===== config.mk =====
export PLATFORM = sky130hd
export DESIGN_NAME = hazard_fwd_unit
export DESIGN_NICKNAME = d
export VERILOG_FILES = /design/src/rtl/hazard_fwd_unit_pkg.sv /design/src/rtl/hazard_shadow_pipe.sv /design/src/rtl/hazard_fwd_unit.sv
export SDC_FILE = /design/constraint.sdc
export NUM_CORES = 1
export LEC_CHECK = 0
export CAP_MARGIN = 20
export CORE_ASPECT_RATIO = 0.6
export CORE_MARGIN = 2
export CORE_UTILIZATION = 51
export CTS_CLUSTER_DIAMETER = 60
export DETAILED_ROUTE_END_ITERATION = 16
export PLACE_DENSITY_LB_ADDON = 0.1
export SLEW_MARGIN = 20
export SYNTH_ARGS = -nofsm -noshare
export SYNTH_HDL_FRONTEND = slang
export SYNTH_SLANG_ARGS = --single-unit
export TNS_END_PERCENT = 100

===== constraint.sdc =====
create_clock -name clk -period 2.54 [get_ports clk]
set_input_delay 0.381 -clock clk [delete_from_list [all_inputs] [get_ports clk]]
set_output_delay 0.381 -clock clk [all_outputs]
set_load 0.01 [all_outputs]

===== src/rtl/hazard_fwd_unit_pkg.sv =====
// Shared CPU definitions used by the hazard/forwarding unit: register-address
// width, hazard FSM states and the EX operand forward selects.
package hazard_fwd_unit_pkg;

    localparam int unsigned REG_AW = 5;
    localparam int unsigned FWD_W  = 2;

    typedef enum logic [1:0] {
        RUN     = 2'd0,
        LDSTALL = 2'd1,
        FREEZE  = 2'd2
    } hz_state_t;

    localparam logic [FWD_W-1:0] FWD_RF  = 2'b00;
    localparam logic [FWD_W-1:0] FWD_MEM = 2'b01;
    localparam logic [FWD_W-1:0] FWD_WB  = 2'b10;

endpackage


===== src/rtl/hazard_shadow_pipe.sv =====
// Two-stage shadow of the destination info leaving EX (MEM, then WB), built as a
// pipeline register with a hold enable so a memory freeze keeps both stages.
module hazard_shadow_pipe #(
    parameter int unsigned REG_AW = 5
) (
    input  logic              clk,
    input  logic              rst_n,
    input  logic              hold,
    input  logic [REG_AW-1:0] ex_rd,
    input  logic              ex_reg_write,
    input  logic              ex_mem_read,
    output logic [REG_AW-1:0] mem_rd,
    output logic              mem_reg_write,
    output logic              mem_mem_read,
    output logic [REG_AW-1:0] wb_rd,
    output logic              wb_reg_write
);

    // WB never needs MemRead: a load in WB forwards like any other writer.
    always_ff @(posedge clk or negedge rst_n) begin
        if (!rst_n) begin
            mem_rd        <= '0;
            mem_reg_write <= 1'b0;
            mem_mem_read  <= 1'b0;
            wb_rd         <= '0;
            wb_reg_write  <= 1'b0;
        end else if (!hold) begin
            mem_rd        <= ex_rd;
            mem_reg_write <= ex_reg_write;
            mem_mem_read  <= ex_mem_read;
            wb_rd         <= mem_rd;
            wb_reg_write  <= mem_reg_write;
        end
    end

endmodule


===== src/rtl/hazard_fwd_unit.sv =====
// Pipeline hazard unit: load-use stall, branch flush, memory freeze, EX operand
// forwarding selects and a saturating stall/freeze cycle counter.
module hazard_fwd_unit #(
    parameter int unsigned REG_AW = hazard_fwd_unit_pkg::REG_AW,
    parameter int unsigned CNT_W  = 16
) (
    input  logic              clk,
    input  logic              reset,
    input  logic [REG_AW-1:0] i_id_rs1,
    input  logic [REG_AW-1:0] i_id_rs2,
    input  logic              i_id_rs1_used,
    input  logic              i_id_rs2_used,
    input  logic [REG_AW-1:0] i_ex_rd,
    input  logic              i_ex_RegWrite,
    input  logic              i_ex_MemRead,
    input  logic              i_branch_taken,
    input  logic              i_mem_busy,
    output logic              o_stall_if_id,
    output logic              o_flush_if_id,
    output logic              o_flush_id_ex,
    output logic              o_freeze,
    output logic [1:0]        o_fwd_a,
    output logic [1:0]        o_fwd_b,
    output logic [CNT_W-1:0]  o_stall_cnt
);

    import hazard_fwd_unit_pkg::hz_state_t;
    import hazard_fwd_unit_pkg::RUN;
    import hazard_fwd_unit_pkg::LDSTALL;
    import hazard_fwd_unit_pkg::FREEZE;
    import hazard_fwd_unit_pkg::FWD_W;
    import hazard_fwd_unit_pkg::FWD_RF;
    import hazard_fwd_unit_pkg::FWD_MEM;
    import hazard_fwd_unit_pkg::FWD_WB;

    hz_state_t         state_q;
    hz_state_t         state_d;
    logic              load_use;
    logic              id_advance;
    logic [REG_AW-1:0] ex_rs1_q;
    logic [REG_AW-1:0] ex_rs2_q;
    logic              ex_rs1_used_q;
    logic              ex_rs2_used_q;
    logic [REG_AW-1:0] mem_rd;
    logic              mem_reg_write;
    logic              mem_mem_read;
    logic [REG_AW-1:0] wb_rd;
    logic              wb_reg_write;
    logic [CNT_W-1:0]  stall_cnt_q;

    // MEM forwards only ALU results; a load still in MEM has no data yet.
    function automatic logic [FWD_W-1:0] fwd_sel(
        input logic              used,
        input logic [REG_AW-1:0] rs,
        input logic [REG_AW-1:0] m_rd,
        input logic              m_rw,
        input logic              m_mr,
        input logic [REG_AW-1:0] w_rd,
        input logic              w_rw
    );
        logic [FWD_W-1:0] sel;
        sel = FWD_RF;
        if (used && (rs != '0)) begin
            if (m_rw && !m_mr && (m_rd == rs)) begin
                sel = FWD_MEM;
            end else if (w_rw && (w_rd == rs)) begin
                sel = FWD_WB;
            end
        end
        return sel;
    endfunction

    always_comb begin
        load_use = i_ex_MemRead && i_ex_RegWrite && (i_ex_rd != '0) &&
                   ((i_id_rs1_used && (i_id_rs1 == i_ex_rd)) ||
                    (i_id_rs2_used && (i_id_rs2 == i_ex_rd)));
    end

    // Control decode; reset forces every control low regardless of the inputs.
    always_comb begin
        o_stall_if_id = 1'b0;
        o_flush_if_id = 1'b0;
        o_flush_id_ex = 1'b0;
        o_freeze      = 1'b0;
        if (!reset) begin
            o_freeze = 1'b0;
        end else if (i_mem_busy) begin
            o_freeze = 1'b1;
        end else if (i_branch_taken) begin
            o_flush_if_id = 1'b1;
            o_flush_id_ex = 1'b1;
        end else if (load_use) begin
            o_stall_if_id = 1'b1;
            o_flush_id_ex = 1'b1;
        end
    end

    assign id_advance = !(o_freeze || o_stall_if_id || o_flush_if_id || o_flush_id_ex);

    always_ff @(posedge clk or negedge reset) begin
        if (!reset) begin
            state_q <= RUN;
        end else begin
            state_q <= state_d;
        end
    end

    always_comb begin
        state_d = state_q;
        case (state_q)
            RUN: begin
                if (i_mem_busy) begin
                    state_d = FREEZE;
                end else if (load_use && !i_branch_taken) begin
                    state_d = LDSTALL;
                end
            end
            LDSTALL: state_d = i_mem_busy ? FREEZE : RUN;
            FREEZE:  state_d = i_mem_busy ? FREEZE : RUN;
            default: state_d = RUN;
        endcase
    end

    // Source registers of the instruction now in EX, tracked alongside ID/EX.
    always_ff @(posedge clk or negedge reset) begin
        if (!reset) begin
            ex_rs1_q      <= '0;
            ex_rs2_q      <= '0;
            ex_rs1_used_q <= 1'b0;
            ex_rs2_used_q <= 1'b0;
        end else if (o_flush_id_ex) begin
            ex_rs1_used_q <= 1'b0;
            ex_rs2_used_q <= 1'b0;
        end else if (id_advance) begin
            ex_rs1_q      <= i_id_rs1;
            ex_rs2_q      <= i_id_rs2;
            ex_rs1_used_q <= i_id_rs1_used;
            ex_rs2_used_q <= i_id_rs2_used;
        end
    end

    hazard_shadow_pipe #(
        .REG_AW (REG_AW)
    ) u_shadow (
        .clk           (clk),
        .rst_n         (reset),
        .hold          (o_freeze),
        .ex_rd         (i_ex_rd),
        .ex_reg_write  (i_ex_RegWrite),
        .ex_mem_read   (i_ex_MemRead),
        .mem_rd        (mem_rd),
        .mem_reg_write (mem_reg_write),
        .mem_mem_read  (mem_mem_read),
        .wb_rd         (wb_rd),
        .wb_reg_write  (wb_reg_write)
    );

    always_comb begin
        o_fwd_a = fwd_sel(ex_rs1_used_q, ex_rs1_q, mem_rd, mem_reg_write,
                          mem_mem_read, wb_rd, wb_reg_write);
        o_fwd_b = fwd_sel(ex_rs2_used_q, ex_rs2_q, mem_rd, mem_reg_write,
                          mem_mem_read, wb_rd, wb_reg_write);
    end

    always_ff @(posedge clk or negedge reset) begin
        if (!reset) begin
            stall_cnt_q <= '0;
        end else if ((o_stall_if_id || o_freeze) && (stall_cnt_q != '1)) begin
            stall_cnt_q <= stall_cnt_q + CNT_W'(1);
        end
    end

    assign o_stall_cnt = stall_cnt_q;

endmodule


==> results of run 1 <==
[layout make-up]
type,count,share of cell area
Clock inverter,2,0.0126
Tap cell,60,0.0252
Timing Repair Buffer,62,0.198
Multi-Input combinational cell,144,0.387
Sequential cell,41,0.345
Clock buffer,6,0.0277
Inverter,4,0.00503
[placed cells by master (no fill, tap or decap), drive strengths merged, types with 2 or more instances in the layout]
| cell type | instances |
|---|---|
| buf | 17 |
| xnor2 | 33 |
| nand2b | 3 |
| or4 | 3 |
| mux2 | 24 |
| dlygate4sd2 | 6 |
| o21a | 2 |
| and3 | 2 |
| nor3b | 2 |
| clkbuf | 6 |
| dlymetal6s2s | 4 |
| nand2 | 13 |
| a31oi | 3 |
| nor3 | 8 |
| clkdlybuf4s50 | 35 |
| dfrtp | 41 |
| nor4 | 3 |
| inv | 4 |
| nand3 | 6 |
| o21ai | 3 |
| nand4 | 9 |
| a22o | 2 |
| xor2 | 11 |
| nor2 | 7 |
[state kept, by name, summed over array words and instances, names as in the netlist]
signal,flops
o_stall_cnt,16
ex_rs1_q,5
ex_rs2_q,5
u_shadow.mem_rd,5
u_shadow.wb_rd,5
ex_rs1_used_q,1
ex_rs2_used_q,1
u_shadow.mem_mem_read,1
u_shadow.mem_reg_write,1
u_shadow.wb_reg_write,1
[routing by layer]
metal / GRT usage / up-vias / wire (um)
met5: 0 / - / 0
met4: 0.0721 / 0 / 55
met3: 0.0801 / 8 / 468
met2: 0.374 / 53 / 2390
met1: 0.360 / 837 / 2680
li1: - / 809 / -
[how the worst max path moves through the flow]
stage                 from             to
2_1_floorplan   i_ex_rd[1]    ex_rs1_q[0]
3_5_place_dp    i_ex_rd[1]  o_flush_id_ex
4_1_cts        ex_rs1_q[1]     o_fwd_a[1]
5_1_grt        i_id_rs1[2]  o_stall_if_id
6_report       i_id_rs1[0]  o_stall_if_id
3_3_place_gp    i_ex_rd[1]  o_stall_if_id
[synth_stat cells (3+ instances only)]
library cell   n  share of area
a31oi_1        3         0.0085
dfrtp_1       41           0.46
inv_1          3         0.0051
mux2_2        16          0.081
mux2_4         8          0.054
nand2_1       13          0.022
nand2b_1       3         0.0085
nand3_1        6          0.014
nand4_1        9          0.025
nor2_1         7          0.012
nor3_1         8          0.018
nor4_1         3         0.0085
o21ai_0        3         0.0068
or4_1          3          0.010
xnor2_1       33           0.13
xor2_1        11          0.044
[worst max-delay path: stages]
cell	delay [ps]
clkdlybuf4s50_1	560
xnor2_1	150
nand4_1	120
o22ai_1	200
and2_4	210
nor3b_1	160
dlygate4sd2_1	290
[logic make-up (layout without fill, tap and decap cells)]
family / after synthesis / in the layout / share of synthesized area
AOI/OAI and AO/OA: 14 / 14 / 0.0532
muxes: 24 / 24 / 0.136
buffers and inverters: 8 / 74 / 0.0192
DFF: 41 / 41 / 0.464
adders and majority gates: 1 / 1 / 0.00566
and+or+nand+nor: 61 / 61 / 0.148
xor gates and xnor gates: 44 / 44 / 0.174
[per-stage QoR]
stage / TNS, ps / utilization
2_1_floorplan: 0 / -
3_3_place_gp: -1810 / 0.685
3_5_place_dp: -2500 / 0.685
4_1_cts: 0 / 0.715
5_1_grt: 0 / 0.720
6_report: 0 / 0.720
[power by group through the flow]
stage	Combinational, uW	Clock [uW]	Sequential (uW)
2_1_floorplan	219	0	858
3_3_place_gp	443	0	858
3_5_place_dp	459	0	863
4_1_cts	462	565	851
5_1_grt	495	601	871
6_report	458	550	856
[repair_timing]
action / CTS / global route
hold buffers: 0 / 0
pin swaps: 1 / 0
buffers inserted: 1 / 0
setup endpoints to repair: 4 / 4
gates resized for setup: 9 / 8
==> metrics.cfg, run 1 <==
[placed_design]
hpwl_um = 4370
pre_cts_slack_ps = -279
io_buffers = 46
place_area_um2 = 2840
place_inst = 310
gp_congestion = 0.942

[pwr]
p_per_area_nw_per_um2 = 625
seq_power_share = 0.459
switching_share = 0.287
p_total_uw = 1860
comb_power_share = 0.246
peakVddDrop_v = 0.000548
p_switching_uw = 535
leakage_uw = 0.00131
pwr-share-clk = 0.295
p_int_uw = 1330

[global_route]
grt_max_degree = 43
track_usage = 0.253
grt_overflow = 0
grt_pass1_vias = 1672
antenna_found_initial = 0
grt_pass1_wl_um = 8760

[min_path]
min_path_type = in2async

[clock_network]
cts_max_level = 2
cts_tree = yes
clkLatencyLatePin_ps = 300
clkTransAtPathRegs_ps = 80
cts.sinks = 41
cts_buffers = 5
clock-root-buffer = clkbuf_8
cts_buffer_depth = 2

[timing]
drv_slew = 0
setup_viol = 0
finalCritPeriodShare = 0.964
worst_slack_ps = 90.3
hold_ws_ps = 261
fmax_ghz = 0.408
slew_headroom = 0.658
final_hold_viol_count = 0
skew_ps = 12.1
tightest_slew_ps = 513
rsz0062_at_grt = false
fin_crit_ps = 2450

[critical_path]
critPathArrivalTime_ps = 2070
r2r-start = o_stall_cnt[0]
ff2ff_path_depth = 7
startpoint_type = input port
cp_data_required_time_ps = 2160
reg2reg_slack_ps = 490
endpoint_kind = output port
crit_type = in2out
crit_fanout = 3
r2r_end = o_stall_cnt[1]

[die]
die_area_um2 = 4900
core_area_um2 = 4140
fp.dieH_um = 55.0
initial_core_util = 0.534
dieWidth_um = 89.0
ios = 47
row_count = 18

[detailed_routing]
drc_errors = 0
viasPerCell = 5.35
drt_iter0_drc = 116
vias = 1707
ant_nets = 0
wl_um = 5590
post_drt_wl_per_cell_um = 17.5
first_pass_iters = 4

[final_layout]
seqCellArea_um2 = 1030
fillers = 292
diodes = 0
multiInputGateArea_um2 = 1150
final_cells = 319
area_delta_synth_final_pct = 34.9
finalInstanceArea_um2 = 2980
finalNetCount = 282
layout-drive-gt1-share = 0.224

[yosys]
ys_seq_area_frac = 0.464
syn-cell-area_um2 = 2210
ys_warn_count = 0
synth_area_per_cell_um2 = 11.5
async_flop_share = 1.00
synthFlopType = dfrtp_1
synthCells = 193
ys_seq_elements = 41
synth_edf_count = 0
synth.distinct_cells = 35
syn_nets = 217

[job]
max_cap_viol_count = 0

[run_status]
status = completed

No activity file was read; power rests on OpenSTA's default activity.
==> run 2: changes to the inputs <==
CAP_MARGIN = default   (was 20)
==> results of run 2 <==
Same layout as run 1: the final DEF is identical, and so are final timing and power.
